[src/rtl/uart_word_tx_if.sv]
// Word-queue / serial-line bundle for uart_word_tx.
// master drives words and transmit requests; slave is the transmitter.
interface uart_word_tx_if #(
    parameter int WORD_W     = 32,
    parameter int FIFO_DEPTH = 4
);
    localparam int CNT_W = $clog2(FIFO_DEPTH) + 1;

    logic [WORD_W-1:0] word_in;
    logic              word_we;
    logic              transmit_data;
    logic              txd;
    logic              busy;
    logic [CNT_W-1:0]  fifo_count;
    logic              error;

    modport master (
        output word_in, word_we, transmit_data,
        input  txd, busy, fifo_count, error
    );

    modport slave (
        input  word_in, word_we, transmit_data,
        output txd, busy, fifo_count, error
    );
endinterface

[src/rtl/uart_word_tx.sv]
// Queued multi-byte UART transmitter (8N1, or 8x1 with parity).
// Optional parity bit enabled by defining UART_PARITY_EN.
module uart_word_tx #(
    parameter int CLKS_PER_BIT = 868,
    parameter int WORD_W       = 32,
    parameter int FIFO_DEPTH   = 4,
    parameter int MSB_FIRST    = 1,
    parameter int PARITY_ODD   = 0
) (
    input  logic clock,
    input  logic reset,
    uart_word_tx_if.slave bus
);
    localparam int BYTES  = WORD_W / 8;
    localparam int CNT_W  = $clog2(FIFO_DEPTH) + 1;
    localparam int PTR_W  = $clog2(FIFO_DEPTH);
    localparam int BIDX_W = (BYTES > 1) ? $clog2(BYTES) : 1;
    localparam int BAUD_W = $clog2(CLKS_PER_BIT);

    if (CLKS_PER_BIT < 2 || WORD_W < 8 || (WORD_W % 8) != 0 ||
        FIFO_DEPTH < 2 || (FIFO_DEPTH & (FIFO_DEPTH - 1)) != 0 ||
        MSB_FIRST < 0 || MSB_FIRST > 1 ||
        PARITY_ODD < 0 || PARITY_ODD > 1) begin : g_bad_params
        $error("uart_word_tx: invalid parameter set");
    end

    typedef enum logic [2:0] {
        S_IDLE,
        S_LOAD,
        S_START,
        S_DATA,
`ifdef UART_PARITY_EN
        S_PARITY,
`endif
        S_STOP
    } state_t;

    state_t state_q, state_d;

    logic              busy_q;
    logic [BAUD_W-1:0] baud_q;
    logic [2:0]        bit_q;
    logic [BIDX_W-1:0] byte_q;
    logic [WORD_W-1:0] word_q;
    logic [WORD_W-1:0] mem [FIFO_DEPTH];
    logic [PTR_W-1:0]  wr_ptr, rd_ptr;
    logic [CNT_W-1:0]  count_q;
    logic              error_q;

    logic              tick, pop, push, full, overflow;
    logic              last_byte, start_drain, end_drain;
    logic [BIDX_W-1:0] sel;
    logic [7:0]        cur_byte;
    logic              txd_c;

    assign tick      = baud_q == BAUD_W'(CLKS_PER_BIT - 1);
    assign full      = count_q == CNT_W'(FIFO_DEPTH);
    assign pop       = state_q == S_LOAD;
    // A pop in the same cycle frees a slot, so a full FIFO still accepts.
    assign push      = bus.word_we && (!full || pop);
    assign overflow  = bus.word_we && full && !pop;
    assign last_byte = byte_q == BIDX_W'(BYTES - 1);

    assign sel      = (MSB_FIRST != 0) ? BIDX_W'(BYTES - 1) - byte_q : byte_q;
    assign cur_byte = 8'(word_q >> {sel, 3'b000});

    always_comb begin
        state_d     = state_q;
        start_drain = 1'b0;
        end_drain   = 1'b0;
        case (state_q)
            S_IDLE: begin
                if (busy_q) begin
                    state_d = S_LOAD;
                end else if (bus.transmit_data && count_q != '0) begin
                    start_drain = 1'b1;
                end
            end
            S_LOAD: state_d = S_START;
            S_START: begin
                if (tick) state_d = S_DATA;
            end
            S_DATA: begin
                if (tick && bit_q == 3'd7) begin
`ifdef UART_PARITY_EN
                    state_d = S_PARITY;
`else
                    state_d = S_STOP;
`endif
                end
            end
`ifdef UART_PARITY_EN
            S_PARITY: begin
                if (tick) state_d = S_STOP;
            end
`endif
            S_STOP: begin
                if (tick) begin
                    if (!last_byte) begin
                        state_d = S_START;
                    end else if (count_q != '0) begin
                        state_d = S_LOAD;
                    end else begin
                        state_d   = S_IDLE;
                        end_drain = 1'b1;
                    end
                end
            end
            default: state_d = S_IDLE;
        endcase
    end

    always_comb begin
        txd_c = 1'b1;
        case (state_q)
            S_START:  txd_c = 1'b0;
            S_DATA:   txd_c = cur_byte[bit_q];
`ifdef UART_PARITY_EN
            S_PARITY: txd_c = (^cur_byte) ^ (PARITY_ODD != 0);
`endif
            default:  txd_c = 1'b1;
        endcase
    end

    always_ff @(posedge clock) begin
        if (push) mem[wr_ptr] <= bus.word_in;
    end

    always_ff @(posedge clock) begin
        if (!reset) begin
            state_q <= S_IDLE;
            busy_q  <= 1'b0;
            baud_q  <= '0;
            bit_q   <= '0;
            byte_q  <= '0;
            word_q  <= '0;
            wr_ptr  <= '0;
            rd_ptr  <= '0;
            count_q <= '0;
            error_q <= 1'b0;
        end else begin
            state_q <= state_d;

            if (start_drain)    busy_q <= 1'b1;
            else if (end_drain) busy_q <= 1'b0;

            // IDLE and LOAD hold the counter at 0 so START always gets a full bit.
            if (tick || state_q == S_IDLE || state_q == S_LOAD)
                baud_q <= '0;
            else
                baud_q <= baud_q + 1'b1;

            if (state_q == S_DATA && tick) bit_q <= bit_q + 1'b1;

            if (pop)
                byte_q <= '0;
            else if (state_q == S_STOP && tick && !last_byte)
                byte_q <= byte_q + 1'b1;

            if (pop) begin
                word_q <= mem[rd_ptr];
                rd_ptr <= rd_ptr + 1'b1;
            end
            if (push) wr_ptr <= wr_ptr + 1'b1;

            case ({push, pop})
                2'b10:   count_q <= count_q + 1'b1;
                2'b01:   count_q <= count_q - 1'b1;
                default: count_q <= count_q;
            endcase

            if (overflow) error_q <= 1'b1;
        end
    end

    assign bus.txd        = txd_c;
    assign bus.busy       = busy_q;
    assign bus.fifo_count = count_q;
    assign bus.error      = error_q;
endmodule
[src/flat_wrapper.sv]
// flat-port wrapper written by rule: the top's interface ports become plain ports
module uart_word_tx_flat 
#(
    parameter int CLKS_PER_BIT = 868,
    parameter int WORD_W       = 32,
    parameter int FIFO_DEPTH   = 4,
    parameter int MSB_FIRST    = 1,
    parameter int PARITY_ODD   = 0
)
  (clock, reset, bus_word_in, bus_word_we, bus_transmit_data, bus_txd, bus_busy, bus_fifo_count, bus_error);
  uart_word_tx_if #(.WORD_W(WORD_W), .FIFO_DEPTH(FIFO_DEPTH)) bus_i ();
  input  logic clock;
  input  logic reset;
  input wire logic [$bits(bus_i.word_in)-1:0] bus_word_in;
  input wire logic [$bits(bus_i.word_we)-1:0] bus_word_we;
  input wire logic [$bits(bus_i.transmit_data)-1:0] bus_transmit_data;
  output wire logic [$bits(bus_i.txd)-1:0] bus_txd;
  output wire logic [$bits(bus_i.busy)-1:0] bus_busy;
  output wire logic [$bits(bus_i.fifo_count)-1:0] bus_fifo_count;
  output wire logic [$bits(bus_i.error)-1:0] bus_error;
  assign bus_i.word_in = bus_word_in;
  assign bus_i.word_we = bus_word_we;
  assign bus_i.transmit_data = bus_transmit_data;
  assign bus_txd = bus_i.txd;
  assign bus_busy = bus_i.busy;
  assign bus_fifo_count = bus_i.fifo_count;
  assign bus_error = bus_i.error;
  uart_word_tx #(.CLKS_PER_BIT(CLKS_PER_BIT), .WORD_W(WORD_W), .FIFO_DEPTH(FIFO_DEPTH), .MSB_FIRST(MSB_FIRST), .PARITY_ODD(PARITY_ODD)) u_core (.clock(clock), .reset(reset), .bus(bus_i));
endmodule
[config.mk]
export PLATFORM = sky130hd
export DESIGN_NAME = uart_word_tx_flat
export DESIGN_NICKNAME = d
export VERILOG_FILES = /design/src/rtl/uart_word_tx_if.sv /design/src/rtl/uart_word_tx.sv /design/src/flat_wrapper.sv
export SDC_FILE = /design/constraint.sdc
export NUM_CORES = 1
export LEC_CHECK = 0
export BUFFER_PORTS_ARGS = -buffer_cell sky130_fd_sc_hd__buf_2
export CAP_MARGIN = 20
export CORE_MARGIN = 4
export CORE_UTILIZATION = 60
export CTS_CLUSTER_SIZE = 28
export DETAILED_ROUTE_END_ITERATION = 8
export GPL_ROUTABILITY_DRIVEN = 0
export PLACE_DENSITY = 0.79
export SYNTH_ARGS = -nofsm -noshare
export SYNTH_HDL_FRONTEND = slang
export SYNTH_SLANG_ARGS = --single-unit
[constraint.sdc]
create_clock -name clock -period 2.9 [get_ports clock]
set_input_delay 0.435 -clock clock [delete_from_list [all_inputs] [get_ports clock]]
set_output_delay 0.435 -clock clock [all_outputs]
set_load 0.1 [all_outputs]
==> metrics.md, run 1 <==
| Metric | Value |
|---|---|
| Status | finished, final reports clean |
| Ant diodes | 0 |
| Max Used Layer | met4 |
| Yosys reg bits | 187 |
| Rel. slew slack | 50.5% |
| Post-synthesis simple-gate area fraction | 8.39% |
| Layout cells sized above 1 | 22.8% |
| Clock sink total | 187 |
| H-tree levels | 4 |
| DRC viols | 0 |
| Vias | 4181 |
| Core ar. | 12100 µm² |
| Drt via density | 5.77 |
| Post-synth EDFFs | 128 |
| RSZ-0062 raised after global routing | yes |
| Post-route cell area | 8550 µm² |
| Net count, final | 588 |
| Max_cap viols | 0 |
| Die ar. | 14200 µm² |
| Synth unique cells | 47 |
| Grt ovf | 0 |
| Critical path peak fanout | 9 |
| Slew @ Worst Pin | 739 ps |
| Async SR Flop Fraction | 0% |
| First-pass GRT wire length | 22400 µm |
| Total Routed Length | 13400 µm |
| Vias in the first global route | 4354 |
| Hold WC Path Type | input port to flop |
| Setup WS post-layout | 38.3 ps |
| Post-Synth XOR/XNOR Area | 1.42% |
| Sequential share of power | 52.4% |
| Compound-Gate Fraction of Synth Area | 4.79% |
| Clock buffer depth | 2 |
| Chip width | 119 µm |
| Power Internal | 0.00448 W |
| Synth warn | 0 |
| Height of the die | 119 µm |
| Met3 wire len | 651 µm |
| Place WS | 357 ps |
| Post-DP Area | 7900 µm² |
| FMAX | 0.349 GHz |
| Synth Flop Type | edfxtp_1 |
| # IOs | 42 |
| Synthesized area | 7390 µm² |
| Area grow syn2layout | 15.6% |
| Post-synthesis instance total | 496 |
| Final instance count without filler cells | 724 |
| Metal2 WL | 6960 µm |
| Worst clock skew | 7.29 ps |
| Clk pwr share | 41.6% |
| Largest family of logic cells by synthesized area | multiplexers |
| Static Leak | 2.73 nW |
| Dpl cells | 690 |
| Slew Viols, Final | 0 |
| WL/cell | 18.6 µm |
| CTS hold repair buffers | 0 |
| Post-Route Utilization | 70.9% |
| Setup Viol. Count Final | 0 |
| PortBufs | 41 |
| Filler Cell Count | 732 |
| Post-synth top area cell | edfxtp_1 |
| TritonCTS buffer count | 17 |
| Critical path type | flop to output pin |
| Syn avg cell area | 14.9 µm² |
| Clk_lat worst skew | 430 ps |
| Net Count, Synth | 541 |
| Std-Cell Rows | 40 |
| Arr. time, crit path | 2430 ps |
| Iter 0 DRT Violations | 330 |
| CP endpoint kind | output pin |
| Cell area power density | 673 nW/µm² |
| Starting Density | 61.3% |
| P_sw | 0.00127 W |
| Most frequent cell after synthesis | edfxtp_1 |
| Sw Ratio | 22.1% |
| Peak VDD IR | 0.802 mV |
| CTS tree | yes |
| Post-synthesis adder-cell area fraction | 1.62% |
| Fin. Hold Viols | 0 |
| Initial antenna violation count | 0 |
| Total Routing Usage GR | 20.7% |
| Storage element area | 5030 µm² |
| Tcrit/Tclk final | 98.7% |
| Post-synthesis mux area share | 13.5% |
| Largest net degree at the start of global routing | 35 |
| Pre-antenna DRT Iters | 4 |
| Final ANT Viol Nets | 0 |
| Commonest cells in the synthesized netlist | edfxtp_1, nand2_1, dfxtp_1 |
| Worst setup SP type | flop |
| Area contributors post-synth | edfxtp_1, dfxtp_1, mux4_2 |
| Register area share after synthesis | 68.0% |
| Minimum clock period | 2860 ps |
| CP required | 2470 ps |
| Wire length on met1 | 5530 µm |
| Area of the multi-input gates | 2230 µm² |
| Clock slew at reported path FFs | 70 ps |
| Yosys top cell area share | 52.0% |
| Root Driver | clkbuf_16 |
| DP Wirelength | 8520 µm |
| Share of total power in combinational logic | 6.0% |
-- per-stage QoR --
stage	hold WS (ps)	TNS (ps)	power, W
final	216	0	0.00576
after global routing	198	-12.4	0.00596
after global placement	443	0	0.00340
after CTS	199	0	0.00580
after detailed placement	455	0	0.00343
after floorplan	430	-26.9	0.00328
-- per-layer routing --
| layer | vias to the layer above | global-route usage, % |
|---|---|---|
| met3 | 27 | 5.51 |
| met1 | 2067 | 25.8 |
| li1 | 1964 | - |
| met5 | - | 0 |
| met2 | 123 | 34.7 |
| met4 | 0 | 7.89 |
-- registers in the layout, summed over array words and instances (netlist names) --
register               flops
u_core.baud_q             10
u_core.bit_q               3
u_core.bus.busy            1
u_core.bus.error           1
u_core.bus.fifo_count      3
u_core.byte_q              2
u_core.mem               128
u_core.rd_ptr              2
u_core.state_q             3
u_core.word_q             32
u_core.wr_ptr              2
-- worst max-delay path: stages (launching register included) --
cell and delay [ps]:
dfxtp_4 360, buf_6 140, mux2i_1 110, mux4_2 470
a22o_1 250, o41ai_4 430, buf_12 230
-- area by class of cell --
class | count | share of cell area (%)
Sequential cell | 187 | 58.8
Inverter | 13 | 0.571
Multi-Input combinational cell | 269 | 26.0
Clock buffer | 18 | 5.02
Clock inverter | 14 | 2.20
Timing Repair Buffer | 55 | 4.87
Tap cell | 168 | 2.46
-- worst paths after layout --
check | start | endpoint | slack [ps] | cells past startpoint
worst max-delay path | u_core.byte_q[1] | bus_txd | 40 | 6
worst min-delay path | bus_word_in[15] | u_core.mem[3][15] | 220 | 1
worst max register to register | u_core.state_q[1] | u_core.bus.fifo_count[2] | 580 | 7
worst min register to register | u_core.word_q[26] | u_core.word_q[26] | 470 | 2
-- power by group through the flow --
stage,Combinational [W],Clock [W],Sequential [W]
after CTS,0.000354,0.00243,0.00301
after floorplan,0.000185,0,0.00310
after detailed placement,0.000353,0,0.00307
after global placement,0.000340,0,0.00306
final,0.000348,0.00239,0.00301
after global routing,0.000379,0.00256,0.00302
-- placed cells by master, fill, tap and decap left out, drive strengths merged, types with 16 or more instances in the layout --
cell type,netlist,routed
buf,6,55
inv,12,16
a21oi,38,38
edfxtp,128,128
mux2i,19,19
nand2,72,72
dfxtp,59,59
mux4,36,36
nor2,23,23
clkbuf,21,18
-- logic make-up after synthesis --
family,Yosys count
compound gates,59
xor+xnor,12
fa+ha+maj,9
buf+inv,40
flops,187
mux,55
simple gates,134
-- what timing repair did --
item,in CTS,in global routing
gates resized for setup,1,1
pin swaps,0,1
endpoints found under the setup margin,1,1
buffers inserted,0,2
cloned,0,0
No activity file was read; power rests on OpenSTA's default activity.
==> run 2, diff against run 1 <==
- ABC_CLOCK_PERIOD_IN_PS: unset -> 2900
- CORE_ASPECT_RATIO: unset -> 1.25
- PLACE_DENSITY: 0.79 -> unset
- PLACE_DENSITY_LB_ADDON: unset -> 0.25
==> run 2 against run 1 <==
Effect of this change:
- wire length decreased by 0.42%
- largest cell class unchanged
- total power decreased by 1.2%
- non-clock buffer count grew 2
- utilization down 0.46 points
- setup slack better by 91 ps
- count of clock-buffer cells in the layout unchanged
- maximum frequency is 3.3% higher
- largest power group unchanged
- sequential share of layout area increased by 0.17 points
- design area shrank 0.29%
- via count shrank 1.1%
- cell count fell by 0.28%
- combinational power is 2% lower
==> metrics.md, run 2 (synthesis gave the netlist of run 1 again) <==
| Metric | Value |
|---|---|
| DRC viols | 0 (unchanged) |
| WL/cell | 18.5 µm (-0.15%) |
| Vias | 4135 (-1.1%) |
| Ant diodes | 0 (unchanged) |
| Chip width | 107 µm (-9.8%) |
| First-pass GRT wire length | 22200 µm (-1.0%) |
| Die ar. | 14200 µm² (about the same) |
| Hold WC Path Type | input port to flop |
| CTS hold repair buffers | 0 (unchanged) |
| Area grow syn2layout | 15.3% |
| Minimum clock period | 2770 ps (-90.9 ps) |
| H-tree levels | 4 (unchanged) |
| Clock slew at reported path FFs | 70 ps (about the same) |
| Pre-antenna DRT Iters | 5 (+1) |
| Total Routing Usage GR | 20.9% (+0.25 points) |
| Net count, final | 590 (+0.34%) |
| Max reg flops | 128 (unchanged) |
| Fin. Hold Viols | 0 (unchanged) |
| Vias in the first global route | 4175 (-4.1%) |
| CP required | 2470 ps (about the same) |
| CTS tree | yes |
| Static Leak | 2.73 nW (-0.17%) |
| Drt via density | 5.73 (-0.83%) |
| Cell area power density | 667 nW/µm² (-0.91%) |
| Arr. time, crit path | 2340 ps (-90 ps) |
| Core ar. | 12100 µm² (+0.36%) |
| Peak VDD IR | 0.498 mV (-38%) |
| Slew @ Worst Pin | 753 ps (+13.5 ps) |
| Critical path peak fanout | 11 (+2) |
| Max_cap viols | 0 (unchanged) |
| CP endpoint kind | output pin |
| Critical path's slowest cell | mux4_2 |
| Final ANT Viol Nets | 0 (unchanged) |
| Largest net degree at the start of global routing | 35 (unchanged) |
| Iter 0 DRT Violations | 246 (-25%) |
| CP top delay family | multiplexers |
| Layout cells sized above 1 | 22.9% (+0.097 points) |
| Std-Cell Rows | 45 (+13%) |
| Clock sink total | 187 (unchanged) |
| Top Registers | u_core.mem: 128 flops, u_core.word_q: 32 flops, u_core.baud_q: 10 flops |
| Total Routed Length | 13400 µm (-0.42%) |
| RSZ-0062 raised after global routing | no |
| Total chip power | 0.00569 W (-1.2%) |
| Crit path cell chain | buf_4 > mux2i_1 > mux4_2 > a22o_1 > o41ai_4 > buf_12 |
| Clock buffer depth | 2 (unchanged) |
| TritonCTS buffer count | 17 (unchanged) |
| Tcrit/Tclk final | 95.5% (-3.1 points) |
| Clk_lat worst skew | 430 ps (about the same) |
| Worst setup SP type | flop |
| Height of the die | 132 µm (+11%) |
| # IOs | 42 (unchanged) |
| Most common library cell in the layout ignoring fill and taps | edfxtp_1 |
| Grt ovf | 0 (unchanged) |
| Filler Cell Count | 760 (+3.8%) |
| DP Wirelength | 8340 µm (-2.2%) |
| Root Driver | clkbuf_16 |
| Initial antenna violation count | 0 (unchanged) |
| Setup Viol. Count Final | 0 (unchanged) |
| Worst clock skew | 10.4 ps (+3.11 ps) |
| Rel. slew slack | 49.6% (-0.90 points) |
| Crit path buf inv count | 2 (unchanged) |
| Most frequent cells in the layout | edfxtp_1, nand2_1, dfxtp_1 |
| Critical path type | flop to output pin |
| Setup TNS Final | 0 ps (unchanged) |
| PortBufs | 41 (unchanged) |
| Starting Density | 61.1% (-0.22 points) |
| FMAX | 0.361 GHz (+3.3%) |
| Slew Viols, Final | 0 (unchanged) |
| Reg with most FFs | u_core.mem |
| Crit-path max cell delay | 470 ps (about the same) |
| Status | finished, final reports clean |
==> run 2: changes by cell type in the layout (fill, tap and decap cells not counted) <==
cell and delta:
inv_8 -2, buf_4 +4, buf_12 -1, buf_6 -1
inv_6 +1, clkinv_1 +1, clkinv_8 -1, clkinvlp_4 +1
==> run 2: layout make-up <==
class | instances | area [µm²] | area share [%]
repair buffers | 57 | 415 | 4.87
clock inverters | 14 | 169 | 1.98
multi-input cells | 269 | 2230 | 26.1
flip-flops and latches | 187 | 5030 | 59.0
clock buffers | 18 | 429 | 5.04
well taps | 164 | 205 | 2.41
inverters | 13 | 48.8 | 0.573
==> run 2: what timing repair did <==
item | in CTS | in global routing
pin swaps | 0 | 0
setup buffers | 0 | 6
gates resized for setup | 1 | 0
setup endpoints to repair | 1 | 1
hold endpoints to repair | 0 | 0
==> run 2: path summary, 6_finish.rpt <==
path | startpoint | endpoint | slack [ps] | cells past startpoint
worst max-delay path | u_core.byte_q[1] | bus_txd | 130 | 6
worst min-delay path | bus_word_in[9] | u_core.mem[0][9] | 210 | 1
worst max register to register | u_core.state_q[0] | u_core.bus.fifo_count[2] | 590 | 7
worst min register to register | u_core.word_q[21] | u_core.word_q[21] | 460 | 2
==> run 2: metal layers <==
| metal | part of all wire, % | GRT usage, % |
|---|---|---|
| met5 | 0 | 0 |
| met3 | 4.8 | 5.54 |
| met2 | 55 | 35.5 |
| met4 | 0.80 | 6.54 |
| met1 | 40 | 26.3 |
==> run 2: report_power, final <==
group	total (W)	internal, W	switching [W]
Sequential	0.00302	0.00297	0.0000463
Combinational	0.000341	0.000133	0.000208
Clock	0.00233	0.00136	0.000972
==> run 2: through the flow <==
step | area (µm²) | cells | hold slack, ps | setup WS [ps] | utilization [%]
3_5_place_dp | 7870 | 684 | 447 | 412 | 65.0
5_1_grt | 8520 | 722 | 197 | 10.7 | 70.4
3_3_place_gp | 7870 | 684 | 442 | 431 | 65.0
6_report | 8520 | 722 | 215 | 129 | 70.4
4_1_cts | 8470 | 716 | 192 | 36.9 | 69.9
2_1_floorplan | 7420 | 496 | 430 | -26.9 | -
